File: src/rtl/tappy_pkg.sv
// Shared types and helpers for the PS/2 host transmitter (tappy_tx) and the device receiver.
package tappy_pkg;

    typedef enum logic [2:0] {
        IDLE,
        INHIBIT,
        REQ,
        DATA,
        PRTY,
        STOP,
        WAITIDLE
    } state_t;

    typedef enum logic [1:0] {
        ERR_NOACK   = 2'd0,
        ERR_TIMEOUT = 2'd1,
        ERR_BUS     = 2'd2
    } err_code_t;

    // Device falling edges per host-to-device frame: 8 data, parity, stop, ACK.
    localparam int unsigned PS2_FRAME_FALLS = 11;
    localparam int unsigned FALL_CNT_W      = 4;

    function automatic logic odd_parity(input logic [7:0] b);
        return ~^b;
    endfunction

endpackage

File: src/rtl/ps2_sync.sv
// Two-flop synchronizer for the PS/2 clock and data lines, plus a {prev, cur}
// clock history that flags a falling edge three sysclk cycles after the line drops.
module ps2_sync (
    input  logic sysclk,
    input  logic reset,
    input  logic clk_in,
    input  logic dat_in,
    output logic clk_fall,
    output logic clk_s,
    output logic dat_s
);

    logic [1:0] clk_meta;
    logic [1:0] dat_meta;
    logic [1:0] clk_hist;

    // Flops reset to the idle-bus level so leaving reset never looks like an edge.
    always_ff @(posedge sysclk or posedge reset) begin
        if (reset) begin
            clk_meta <= 2'b11;
            dat_meta <= 2'b11;
            clk_hist <= 2'b11;
        end else begin
            clk_meta <= {clk_meta[0], clk_in};
            dat_meta <= {dat_meta[0], dat_in};
            clk_hist <= {clk_hist[0], clk_meta[1]};
        end
    end

    assign clk_s    = clk_hist[0];
    assign dat_s    = dat_meta[1];
    assign clk_fall = (clk_hist == 2'b10);

endmodule

File: src/rtl/tappy_tx.sv
// PS/2 host-to-device transmitter: inhibit, request-to-send, then shift one byte
// out on device clock falls and check the ACK. Optional watchdog: TAPPY_TX_TIMEOUT_EN.
module tappy_tx
    import tappy_pkg::*;
#(
    parameter int unsigned INHIBIT_CYCLES = 5000,
    parameter int unsigned TIMEOUT_CYCLES = 750000
) (
    input  logic       sysclk,
    input  logic       reset,
    input  logic       ps2_clk_in,
    input  logic       ps2_dat_in,
    output logic       ps2_clk_oe,
    output logic       ps2_dat_oe,
    input  logic [7:0] tx_byte,
    input  logic       tx_valid,
    output logic       tx_ready,
    output logic       busy,
    output logic       done,
    output logic       err,
    output logic [1:0] err_code
);

    localparam int unsigned       CNT_W        = $clog2(INHIBIT_CYCLES + 1);
    localparam logic [CNT_W-1:0]  INHIBIT_LAST = CNT_W'(INHIBIT_CYCLES - 1);
    localparam logic [FALL_CNT_W-1:0] LAST_DATA_FALL = FALL_CNT_W'(PS2_FRAME_FALLS - 3);

    if (INHIBIT_CYCLES == 0 || TIMEOUT_CYCLES == 0) begin : g_bad_params
        $error("tappy_tx: INHIBIT_CYCLES and TIMEOUT_CYCLES must be non-zero");
    end

    state_t                state, state_nxt;
    logic [CNT_W-1:0]      cnt, cnt_nxt;
    logic [FALL_CNT_W-1:0] falls, falls_nxt;
    logic [8:0]            shreg, shreg_nxt;
    err_code_t             err_code_q, err_code_nxt;
    logic                  clk_oe_nxt, dat_oe_nxt;
    logic                  done_nxt, err_nxt, ready_nxt;

    logic clk_fall, clk_s, dat_s;

    ps2_sync u_sync (
        .sysclk   (sysclk),
        .reset    (reset),
        .clk_in   (ps2_clk_in),
        .dat_in   (ps2_dat_in),
        .clk_fall (clk_fall),
        .clk_s    (clk_s),
        .dat_s    (dat_s)
    );

`ifdef TAPPY_TX_TIMEOUT_EN
    localparam int unsigned      WDOG_W    = $clog2(TIMEOUT_CYCLES + 1);
    localparam logic [WDOG_W-1:0] WDOG_LAST = WDOG_W'(TIMEOUT_CYCLES - 1);
    logic [WDOG_W-1:0] wdog, wdog_nxt;

    always_ff @(posedge sysclk or posedge reset) begin
        if (reset) wdog <= '0;
        else       wdog <= wdog_nxt;
    end
`endif

    // Next-state and next-output decode; all outputs are registered from these.
    always_comb begin
        state_nxt    = state;
        cnt_nxt      = cnt;
        falls_nxt    = falls;
        shreg_nxt    = shreg;
        err_code_nxt = err_code_q;
        clk_oe_nxt   = 1'b0;
        dat_oe_nxt   = ps2_dat_oe;
        done_nxt     = 1'b0;
        err_nxt      = 1'b0;
`ifdef TAPPY_TX_TIMEOUT_EN
        wdog_nxt     = '0;
`endif

        case (state)
            IDLE: begin
                dat_oe_nxt = 1'b0;
                cnt_nxt    = '0;
                if (tx_valid && tx_ready) begin
                    shreg_nxt  = {odd_parity(tx_byte), tx_byte};
                    falls_nxt  = '0;
                    clk_oe_nxt = 1'b1;
                    dat_oe_nxt = (INHIBIT_CYCLES == 1);
                    state_nxt  = INHIBIT;
                end
            end
            INHIBIT: begin
                if (cnt == INHIBIT_LAST) begin
                    dat_oe_nxt = 1'b1;
                    state_nxt  = REQ;
                end else begin
                    cnt_nxt    = cnt + 1'b1;
                    clk_oe_nxt = 1'b1;
                    // start bit goes out in the last inhibit cycle
                    dat_oe_nxt = (cnt_nxt == INHIBIT_LAST);
                end
            end
            REQ, DATA: begin
                if (clk_fall) begin
                    dat_oe_nxt = ~shreg[0];
                    shreg_nxt  = {1'b0, shreg[8:1]};
                    falls_nxt  = falls + 1'b1;
                    state_nxt  = (falls == LAST_DATA_FALL) ? PRTY : DATA;
                end
            end
            PRTY: begin
                if (clk_fall) begin
                    dat_oe_nxt = 1'b0;
                    state_nxt  = STOP;
                end
            end
            STOP: begin
                if (clk_fall) begin
                    if (!dat_s) begin
                        state_nxt = WAITIDLE;
                    end else begin
                        err_nxt      = 1'b1;
                        err_code_nxt = ERR_NOACK;
                        state_nxt    = IDLE;
                    end
                end
            end
            WAITIDLE: begin
                if (clk_fall) begin
                    err_nxt      = 1'b1;
                    err_code_nxt = ERR_BUS;
                    state_nxt    = IDLE;
                end else if (clk_s && dat_s) begin
                    done_nxt  = 1'b1;
                    state_nxt = IDLE;
                end
            end
            default: state_nxt = IDLE;
        endcase

`ifdef TAPPY_TX_TIMEOUT_EN
        // Watchdog runs from clock release until the ACK has been sampled.
        if (state inside {REQ, DATA, PRTY, STOP}) begin
            if (wdog == WDOG_LAST) begin
                clk_oe_nxt   = 1'b0;
                dat_oe_nxt   = 1'b0;
                err_nxt      = 1'b1;
                err_code_nxt = ERR_TIMEOUT;
                state_nxt    = IDLE;
            end else begin
                wdog_nxt = wdog + 1'b1;
            end
        end
`endif

        ready_nxt = (state_nxt == IDLE);
    end

    always_ff @(posedge sysclk or posedge reset) begin
        if (reset) begin
            state      <= IDLE;
            cnt        <= '0;
            falls      <= '0;
            shreg      <= '0;
            err_code_q <= ERR_NOACK;
            ps2_clk_oe <= 1'b0;
            ps2_dat_oe <= 1'b0;
            tx_ready   <= 1'b1;
            busy       <= 1'b0;
            done       <= 1'b0;
            err        <= 1'b0;
        end else begin
            state      <= state_nxt;
            cnt        <= cnt_nxt;
            falls      <= falls_nxt;
            shreg      <= shreg_nxt;
            err_code_q <= err_code_nxt;
            ps2_clk_oe <= clk_oe_nxt;
            ps2_dat_oe <= dat_oe_nxt;
            tx_ready   <= ready_nxt;
            busy       <= ~ready_nxt;
            done       <= done_nxt;
            err        <= err_nxt;
        end
    end

    assign err_code = err_code_q;

endmodule
File: config.mk
export PLATFORM = sky130hd
export DESIGN_NAME = tappy_tx
export DESIGN_NICKNAME = d
export VERILOG_FILES = /design/src/rtl/tappy_pkg.sv /design/src/rtl/ps2_sync.sv /design/src/rtl/tappy_tx.sv
export SDC_FILE = /design/constraint.sdc
export NUM_CORES = 1
export LEC_CHECK = 0
export CORE_AREA = 2 2 76 78
export CTS_BUF_LIST = sky130_fd_sc_hd__clkbuf_2 sky130_fd_sc_hd__clkbuf_4 sky130_fd_sc_hd__clkbuf_8
export CTS_CLUSTER_SIZE = 8
export DETAILED_ROUTE_END_ITERATION = 7
export DIE_AREA = 0 0 78 80
export MAX_ROUTING_LAYER = met4
export PLACE_DENSITY = 0.65
export SETUP_SLACK_MARGIN = 0.3
export SLEW_MARGIN = 25
export SYNTH_ARGS = -nofsm -noshare
export SYNTH_HDL_FRONTEND = slang
export SYNTH_SLANG_ARGS = --single-unit
export TNS_END_PERCENT = 30
File: constraint.sdc
create_clock -name sysclk -period 2.08 [get_ports sysclk]
set_input_delay 0.416 -clock sysclk [delete_from_list [all_inputs] [get_ports sysclk]]
set_output_delay 0.416 -clock sysclk [all_outputs]
set_load 0.005 [all_outputs]
==> reports/summary.txt, run 1 <==
Status -> finished, final reports clean
Final Wtd Congestion -> 0.864
Total inserted antenna cells -> 0
Clock input transition at the sequential cells of the worst setup and hold paths -> 80 ps
Longest Clk Path Bufs -> 2
Top flip-flop cell by instance count after synthesis -> sky130_fd_sc_hd__dfrtp_1
Number of vias in the routed layout -> 1,997
Count of distinct cell types in the synthesized netlist -> 49
Final std cell area, no fill -> 3030 µm²
Area used by multi-input combinational logic -> 1240 µm²
Element type at the critical path end -> flop
Number of synthesized flops with an enable pin -> 0
Ports -> 21
Post-synthesis instance area -> 2350 µm²
Maximum level of the CTS H-tree -> 2
Power per standard cell area -> 483 nW/µm²
Cell-by-cell trace of the critical path -> or4b_4 -> nor4_4 -> or2_4 -> buf_8 -> a21oi_1 -> o21ai_0 -> o31ai_1
Remaining antenna violation count after routing -> 0
Starting DRC count in detailed routing -> 143
Mux contribution to synthesized area -> 0.0341
Adder-cell share of the synthesized area -> 0.0213
Fraction of the mapped netlist area in compound gates -> 0.164
Count of state elements after synthesis -> 42
Final period util -> 0.905
Initial antenna violation count -> 0
Global-route wire length before repair -> 8800 µm
Critical path data required time -> 2260 ps
Total clock buffers created by CTS -> 5
Number of I/O port buffers -> 19
Remaining Overflow, GRT -> 0
Classification of the worst-slack hold path -> flop to flop
CTS Root Cell -> sky130_fd_sc_hd__clkbuf_8
Number of synthesis warnings -> 0
HPWL after DPL -> 3640 µm
Final std cells w/o fill -> 373
Remaining design rule violation count -> 0
Max IR drop VDD -> 0.340 mV
Number of detailed-route iterations in the first pass -> 4
Clock latency on the worst-skew pair -> 300 ps
Routed WL per cell -> 13.9 µm
Maximum cell stage delay along the critical path -> 560 ps
Number of max-capacitance violations reported -> 0
Least-Margin Pin Slew -> 514 ps
Core outline area -> 5410 µm²
Power after layout -> 0.00146 W
Mean number of vias per cell -> 5.35
Horizontal die dimension -> 78 µm
Cell type with the largest total area after synthesis -> sky130_fd_sc_hd__dfrtp_1
Nets in the synthesized netlist -> 277
Number of cells produced by synthesis -> 260
Area contributors post-synth -> sky130_fd_sc_hd__dfrtp_1, sky130_fd_sc_hd__dfstp_2, sky130_fd_sc_hd__o21ai_0, sky130_fd_sc_hd__nand2_1, sky130_fd_sc_hd__nor2_1
Area after DPL -> 2770 µm²
Register cell area after layout -> 1060 µm²
Synth top area share -> 0.373
Proportion of layout cells with a drive suffix above 1 -> 0.226
Leak pwr -> 1.19 nW
Kind of launch point of the worst setup path -> flop
Maximum clock frequency -> 531 MHz
Die area -> 6240 µm²
Area share of xor/xnor cells in the synthesized design -> 0.0522
Largest family of logic cells by synthesized area -> simple AND/OR/NAND/NOR gates
Count of nets after finishing -> 317
Dpl cells -> 361
Largest net degree at the start of global routing -> 22
Count of final setup violators -> 0
Clock period minus worst slack -> 1880 ps
Sequential-to-total area share from yosys stat -> 0.451
Number of rows in the core area -> 27
Data arrival time of the worst path -> 2060 ps
Syn_area_per_cell -> 9.04 µm²
Vias in the first global route -> 1,843
Unrepaired setup endpoints after global routing -> yes
Post-Route WL -> 5200 µm
CTS tree -> built
Pins over their slew limit -> 0
Die span in y -> 80 µm
Clock sink count -> 42
Initial Utilization -> 0.435
Async set-or-reset flop fraction in the synthesized netlist -> 1.00
Total track usage -> 0.182
Critical path fanouts, max -> 7
Slowest-stage cell, CP -> sky130_fd_sc_hd__or4b_4
Simple-gate share of the synthesized area -> 0.215
Area growth from synthesis to layout -> 28.7%
Final Skew -> 12.2 ps
Post-route setup TNS -> 0 ps
Crit Path Category -> flop to flop
Number of fill cells -> 479
Worst slew margin relative to its limit -> 0.655
Hold violation count in the final report -> 0
## per-layer routing
layer,up-vias,global-route usage,part of all wire
met1,949,0.244,0.47
li1,986,-,-
met4,0,0.0719,0.026
met2,51,0.277,0.46
met3,11,0.0317,0.042
met5,-,-,0
## cell usage in the layout (no fill, tap or decap), drive strengths merged, types with 2 or more instances in the layout
cell type,netlist,layout
a21oi,12,12
a22o,2,2
and2,3,3
and3,2,2
buf,8,32
clkbuf,12,6
clkdlybuf4s50,0,19
clkinv,0,3
dfrtp,35,35
dfstp,7,7
ha,4,4
inv,8,7
mux2i,8,8
nand2,31,31
nand2b,2,2
nand3,15,15
nand4,6,6
nor2,22,22
nor2b,5,5
nor3,4,4
nor3b,2,2
nor4,2,2
o21ai,35,35
o31ai,4,4
o41ai,2,2
xnor2,9,9
xor2,5,5
## flip-flops by register name (all words and copies together) (netlist names)
register	count
err_code	1
u_sync.dat_meta	2
ps2_clk_oe	1
tx_ready	1
busy	1
state	3
u_sync.clk_meta	2
ps2_dat_oe	1
u_sync.clk_hist	2
falls	4
shreg	9
cnt	13
err	1
done	1
## metrics by stage
stage	setup WS (ps)	hold slack [ps]	utilization
after floorplan	89.7	345	-
after global placement	197	345	0.512
after detailed placement	121	354	0.512
after CTS	231	366	0.540
after global routing	132	372	0.560
final	198	362	0.560
## worst paths after layout
path | startpoint | endpoint | slack [ps] | cells past startpoint
setup reg to reg | cnt[3] | cnt[5] | 200 | 7
hold reg to reg | u_sync.clk_meta[0] | u_sync.clk_meta[1] | 360 | 0
max in group asynchronous | reset | u_sync.dat_meta[1] | 1130 | 3
min in group asynchronous | reset | cnt[5] | 390 | 2
hold / removal | u_sync.clk_meta[0] | u_sync.clk_meta[1] | 360 | 0
setup / recovery | cnt[3] | cnt[5] | 200 | 7
## power breakdown
part	internal [W]	switching, W
sequential	0.000827	0.00000465
clock	0.000236	0.000303
combinational	0.0000474	0.0000438
total	0.00111	0.000351
## layout make-up
| type | count | share of cell area |
|---|---|---|
| Sequential cell | 42 | 0.350 |
| Tap cell | 72 | 0.0298 |
| Clock buffer | 5 | 0.0227 |
| Multi-Input combinational cell | 190 | 0.408 |
| Inverter | 8 | 0.00992 |
| Timing Repair Buffer | 53 | 0.172 |
| Clock inverter | 3 | 0.00703 |
## logic make-up (layout without fill, tap and decap cells)
family | after synthesis | in the layout
simple gates | 99 | 99
compound gates | 64 | 64
flops | 42 | 42
buf+inv | 28 | 69
xor+xnor | 14 | 14
mux | 8 | 8
fa+ha+maj | 4 | 4
other cells | 1 | 1
## cell usage after synthesis (all sizes together) (2+ instances only)
cell / n
a21oi: 12
a22o: 2
and2: 3
and3: 2
buf: 8
clkbuf: 12
dfrtp: 35
dfstp: 7
ha: 4
inv: 8
mux2i: 8
nand2: 31
nand2b: 2
nand3: 15
nand4: 6
nor2: 22
nor2b: 5
nor3: 4
nor3b: 2
nor4: 2
o21ai: 35
o31ai: 4
o41ai: 2
xnor2: 9
xor2: 5
## worst max-delay path, delay by kind of cell, from the launching register on
family,cells,cell delay (ps)
buffers and inverters,1,130
flip-flops,1,390
AND/OR/NAND/NOR,3,940
AO/OA/AOI/OAI,3,310
## repair_timing
action                                  in CTS  in global routing
endpoints found under the setup margin      12                 17
gates resized for setup                     10                 18
cloned                                       1                  1
pin swaps                                    3                  8
buffers inserted                             2                  0
hold buffers                                 0                  0
No activity file was read; power rests on OpenSTA's default activity.
==> run 2, diff against run 1 <==
Settings changed: CAP_MARGIN from default to 20, CORE_AREA 2 2 76 78 to 2 2 69 71, DIE_AREA 0 0 78 80 to 0 0 71 73, GPL_TIMING_DRIVEN from default to 0, PLACE_DENSITY 0.65 to 0.77.
==> run 2 against run 1 <==
  * Global-route usage is 3.5 points higher
  * Register-to-register slack worse by 190 ps
  * Utilization is 9.9 points higher
  * Cell count is 5.1% lower
  * Cell area is 1.3% lower
  * Combinational power is 4.1% lower
  * First-iteration DRC count is 15% higher
  * Largest power group unchanged
  * Sequential cell count stayed put
  * Clock skew is 4.9 ps lower
  * Critical path depth is 1 higher
  * Non-clock buffer count is 1 lower
  * Critical endpoint is now tx_ready
==> reports/summary.txt, run 2 (synthesized netlist as in run 1, its figures left out) <==
Status -> finished, final reports clean
Most common cell after layout, fill and taps aside -> sky130_fd_sc_hd__dfrtp_1
Origin of the critical flop-to-flop path -> cnt[6]
Core outline area -> 4540 µm²
Max IR drop VDD -> 0.305 mV
Clock input transition at the sequential cells of the worst setup and hold paths -> 80 ps
Power per standard cell area -> 526 nW/µm²
Post-route worst hold slack -> 355 ps
Longest Clk Path Bufs -> 2
Most frequent cells in the layout -> sky130_fd_sc_hd__dfrtp_1, sky130_fd_sc_hd__nand2_1, sky130_fd_sc_hd__o21ai_0, sky130_fd_sc_hd__nor2_1, sky130_fd_sc_hd__clkdlybuf4s50_1
Final std cell area, no fill -> 2990 µm²
Remaining antenna violation count after routing -> 0
Count of cell instances traversed by the critical path -> 8
Die area -> 5180 µm²
CTS Root Cell -> sky130_fd_sc_hd__clkbuf_8
Data arrival time of the worst path -> 2310 ps
Remaining Overflow, GRT -> 0
Number of flip-flops in the largest register -> 13
Area used by multi-input combinational logic -> 1250 µm²
Final period util -> 0.999
Power after layout -> 0.00157 W
Initial Utilization -> 0.518
Remaining design rule violation count -> 0
Dpl cells -> 334
Final Skew -> 7.28 ps
Pins over their slew limit -> 0
Number of rows in the core area -> 25
Kind of launch point of the worst setup path -> flop
Crit path buffers/inverters -> 2
CTS tree -> built
Starting DRC count in detailed routing -> 164
Area growth from synthesis to layout -> 27.0%
Total clock buffers created by CTS -> 5
Startpoint of the worst setup timing path -> cnt[6]
Initial antenna violation count -> 0
Register-to-register setup slack -> 3 ps
Horizontal die dimension -> 71 µm
Clock latency on the worst-skew pair -> 300 ps
Area after DPL -> 2630 µm²
Number of fill cells -> 357
Mean number of vias per cell -> 5.77
Classification of the worst-slack hold path -> flop to flop
Reg2Reg Depth -> 8
Worst slew margin relative to its limit -> 0.664
Crit path capture -> tx_ready
Total track usage -> 0.217
Worst r2r dst -> tx_ready
HPWL after DPL -> 3410 µm
Slowest-stage cell, CP -> sky130_fd_sc_hd__dfrtp_1
Largest net degree at the start of global routing -> 30
Element type at the critical path end -> flop
Unrepaired setup endpoints after global routing -> yes
Count of final setup violators -> 0
Ports -> 21
CP top delay family -> simple AND/OR/NAND/NOR gates
Hold violation count in the final report -> 0
Total inserted antenna cells -> 0
Clock period minus worst slack -> 2080 ps
Critical path data required time -> 2310 ps
Number of I/O port buffers -> 19
Maximum level of the CTS H-tree -> 2
Maximum clock frequency -> 481 MHz
Leak pwr -> 1.20 nW
Largest Register -> cnt
Biggest regs -> cnt x13, shreg x9, falls x4
Post-Route WL -> 5470 µm
Number of detailed-route iterations in the first pass -> 5
Die span in y -> 73 µm
Final std cells w/o fill -> 354
Global-route wire length before repair -> 8630 µm
Critical path fanouts, max -> 7
Vias in the first global route -> 1,846
Register cell area after layout -> 1060 µm²
Number of vias in the routed layout -> 2,042
Cell-by-cell trace of the critical path -> or3_1 -> nor4_4 -> buf_4 -> buf_6 -> a21oi_4 -> a211oi_2 -> a21oi_2 -> and3_1
Routed WL per cell -> 15.4 µm
Clock sink count -> 42
Maximum cell stage delay along the critical path -> 490 ps
Least-Margin Pin Slew -> 500 ps
Number of max-capacitance violations reported -> 0
Crit Path Category -> flop to flop
Count of nets after finishing -> 316
Final Wtd Congestion -> 0.871
Proportion of layout cells with a drive suffix above 1 -> 0.230
## run 2: layout make-up
type,instances,share of cell area
clock inverters,2,0.0126
inverters,8,0.0101
flip-flops and latches,42,0.355
clock buffers,6,0.0256
repair buffers,32,0.106
multi-input cells,190,0.418
plain buffers,20,0.0499
well taps,54,0.0226
## run 2: power breakdown
part           total [W]  switching [W]  internal [W]
clock           0.000652       0.000281      0.000371
sequential      0.000831     0.00000471      0.000827
combinational  0.0000875      0.0000406     0.0000469
total            0.00157       0.000327       0.00124
## run 2: per-layer routing
metal / GRT usage / vias to the layer above / part of all wire
met5: - / - / 0
met4: 0.0650 / 0 / 0.021
met3: 0.0414 / 9 / 0.044
met2: 0.355 / 59 / 0.49
met1: 0.277 / 983 / 0.44
li1: - / 991 / -
## run 2: how the worst min path moves through the flow
| stage | startpoint | endpoint | slack, ps | depth (start not counted) |
|---|---|---|---|---|
| after floorplan | u_sync.clk_meta[1] | u_sync.clk_hist[0] | 350 | 0 |
| after global placement | u_sync.dat_meta[0] | u_sync.dat_meta[1] | 350 | 0 |
| after detailed placement | u_sync.dat_meta[0] | u_sync.dat_meta[1] | 350 | 0 |
| after CTS | u_sync.clk_meta[1] | u_sync.clk_hist[0] | 360 | 0 |
| after global routing | u_sync.clk_meta[1] | u_sync.clk_hist[0] | 350 | 0 |
| final | u_sync.clk_meta[1] | u_sync.clk_hist[0] | 360 | 0 |
## run 2: what timing repair did
action,CTS,global route
hold endpoints to repair,0,0
cloned,0,1
setup endpoints to repair,27,29
resized for setup,29,37
pin swaps,10,12
hold buffers,0,0
setup buffers,8,3
## run 2: through the flow
step | TNS [ps] | setup slack [ps] | utilization
6_report | 0 | 2.96 | 0.658
3_5_place_dp | -1820 | -198 | 0.580
3_3_place_gp | -7290 | -169 | 0.576
4_1_cts | -595 | -97.0 | 0.632
2_1_floorplan | 0 | 89.7 | -
5_1_grt | -325 | -70.5 | 0.658
==> run 3, diff against run 2 <==
Settings changed: SETUP_SLACK_MARGIN 0.3 to 0.4, SKIP_CTS_REPAIR_TIMING from default to 1.
==> run 3 against run 2 <==
  * The flow now finishes with violations (negative setup slack)
  * Register-to-register slack got worse by 150 ps
  * Global-route usage down 1.5 points
  * Largest power group unchanged
  * First-iteration DRC count down 1.8%
  * Sequential cell count unchanged
  * Clock-buffer cell count did not move
  * Clock skew is 1.9 ps lower
  * Power up 0.42%
  * Fmax is 6.8% lower
  * Via count decreased by 2.3%
  * Wire length down 8.9%
==> reports/summary.txt, run 3 (synthesized netlist as in run 1, its figures left out) <==
Number of rows in the core area -> 25
Vias in the first global route -> 1,739
Clock sink count -> 42
Final std cells w/o fill -> 350
Max IR drop VDD -> 0.312 mV
Cell-by-cell trace of the critical path -> buf_6 -> or4b_4 -> nor4_4 -> or2_1 -> buf_6 -> buf_8 -> nor2_2 -> o21ai_1 -> o41ai_1
Failing checks -> negative setup slack
Status -> complete, but fails checks
Starting DRC count in detailed routing -> 161
Remaining design rule violation count -> 0
Dpl cells -> 334
Total clock buffers created by CTS -> 5
Number of max-capacitance violations reported -> 0
Initial Utilization -> 0.518
Register-to-register setup slack -> -150 ps
Final period util -> 1.07
Biggest regs -> cnt x13, shreg x9, falls x4
Area growth from synthesis to layout -> 23.0%
End-of-flow core utilization -> 0.638
Reg2Reg Depth -> 9
Horizontal die dimension -> 71 µm
Worst r2r dst -> cnt[10]
Hold violation count in the final report -> 0
Register cell area after layout -> 1060 µm²
Number of flip-flops in the largest register -> 13
CTS Root Cell -> sky130_fd_sc_hd__clkbuf_8
Pins over their slew limit -> 0
Core outline area -> 4540 µm²
Met2 usage -> 0.308
Maximum cell stage delay along the critical path -> 540 ps
HPWL after DPL -> 3320 µm
Clock latency on the worst-skew pair -> 300 ps
Largest Register -> cnt
Longest Clk Path Bufs -> 2
Power after layout -> 0.00158 W
Kind of launch point of the worst setup path -> flop
Ports -> 21
Die area -> 5180 µm²
Number of detailed-route iterations in the first pass -> 4
Placement-stage worst setup slack -> -206 ps
Most frequent cells in the layout -> sky130_fd_sc_hd__dfrtp_1, sky130_fd_sc_hd__nand2_1, sky130_fd_sc_hd__o21ai_0, sky130_fd_sc_hd__clkdlybuf4s50_1, sky130_fd_sc_hd__nor2_1
Remaining antenna violation count after routing -> 0
Post-Route WL -> 4980 µm
Remaining Overflow, GRT -> 0
Mean number of vias per cell -> 5.70
Maximum clock frequency -> 449 MHz
Count of nets after finishing -> 312
Final Wtd Congestion -> 0.875
Met1 layer usage reported by global route -> 0.272
Routed WL per cell -> 14.2 µm
Initial antenna violation count -> 0
Global-route wire length before repair -> 8070 µm
Critical path fanouts, max -> 9
Final Skew -> 5.38 ps
Count of final setup violators -> 13
Number of vias in the routed layout -> 1,995
CTS tree -> built
Number of I/O port buffers -> 19
Fraction of met3 tracks used by global routing -> 0.0428
Clock period minus worst slack -> 2230 ps
Origin of the critical flop-to-flop path -> cnt[3]
Area used by multi-input combinational logic -> 1190 µm²
Leak pwr -> 1.14 nW
Total track usage -> 0.203
Power per standard cell area -> 545 nW/µm²
Proportion of layout cells with a drive suffix above 1 -> 0.179
Global route hottest layer -> met2
Most common cell after layout, fill and taps aside -> sky130_fd_sc_hd__dfrtp_1
Clock input transition at the sequential cells of the worst setup and hold paths -> 80 ps
Crit Path Category -> flop to flop
Classification of the worst-slack hold path -> input port to asynchronous set/reset pin
Die span in y -> 73 µm
Critical path data required time -> 2250 ps
Slowest-stage cell, CP -> sky130_fd_sc_hd__or4b_4
Setup WS post-layout -> -149 ps
Number of fill cells -> 387
Total inserted antenna cells -> 0
Element type at the critical path end -> flop
Maximum level of the CTS H-tree -> 2
Data arrival time of the worst path -> 2400 ps
Most frequent cell on the critical path -> sky130_fd_sc_hd__buf_6
Largest net degree at the start of global routing -> 34
Unrepaired setup endpoints after global routing -> yes
## run 3: changes by cell type in the layout (fill, tap and decap cells not counted), sizes merged
| cell | change |
|---|---|
| clkdlybuf4s50 | +1 |
| buf | -6 |
| dlymetal6s2s | -1 |
| clkbuf | +2 |
## run 3: critical path, delay by kind of cell, from the launching register on
kind,cells,cell delay (ps)
and+or+nand+nor,4,1090
AOI/OAI and AO/OA,2,220
DFF,1,370
buffers and inverters,3,410
## run 3: per-layer routing
| metal | routed length [µm] | vias up |
|---|---|---|
| met5 | 0 | - |
| met4 | 89 | 0 |
| met3 | 177 | 9 |
| met2 | 2360 | 44 |
| met1 | 2360 | 967 |
| li1 | - | 975 |
## run 3: layout make-up
| class | count | share of cell area |
|---|---|---|
| Multi-Input combinational cell | 190 | 0.412 |
| Sequential cell | 42 | 0.366 |
| Timing Repair Buffer | 28 | 0.0995 |
| Buffer | 20 | 0.0493 |
| Clock buffer | 6 | 0.0264 |
| Tap cell | 54 | 0.0234 |
| Clock inverter | 2 | 0.0130 |
| Inverter | 8 | 0.0104 |
## run 3: report_power, final
part	leakage (nW)	total [W]	internal (W)	switching, W
combinational	0.580	0.0000892	0.0000481	0.0000411
clock	0.0548	0.000658	0.000371	0.000287
sequential	0.506	0.000831	0.000827	0.00000427
total	1.14	0.00158	0.00125	0.000332
## run 3: through the flow
stage / hold slack (ps) / TNS (ps) / area (µm²)
3_3_place_gp: 346 / -7900 / 2610
4_1_cts: 348 / -2080 / 2750
5_1_grt: 361 / -2130 / 2890
2_1_floorplan: 345 / 0 / 2350
6_report: 345 / -1030 / 2890
3_5_place_dp: 349 / -1800 / 2630
## run 3: worst max path at each step
stage / depth (start not counted) / slack (ps) / endpoint / startpoint
final: 9 / -150 / cnt[10] / cnt[3]
after global routing: 9 / -230 / cnt[10] / cnt[3]
after CTS: 8 / -210 / shreg[3] / state[2]
after detailed placement: 8 / -210 / shreg[3] / state[2]
after global placement: 2 / -190 / done / reset
after floorplan: 9 / 90 / cnt[10] / cnt[3]
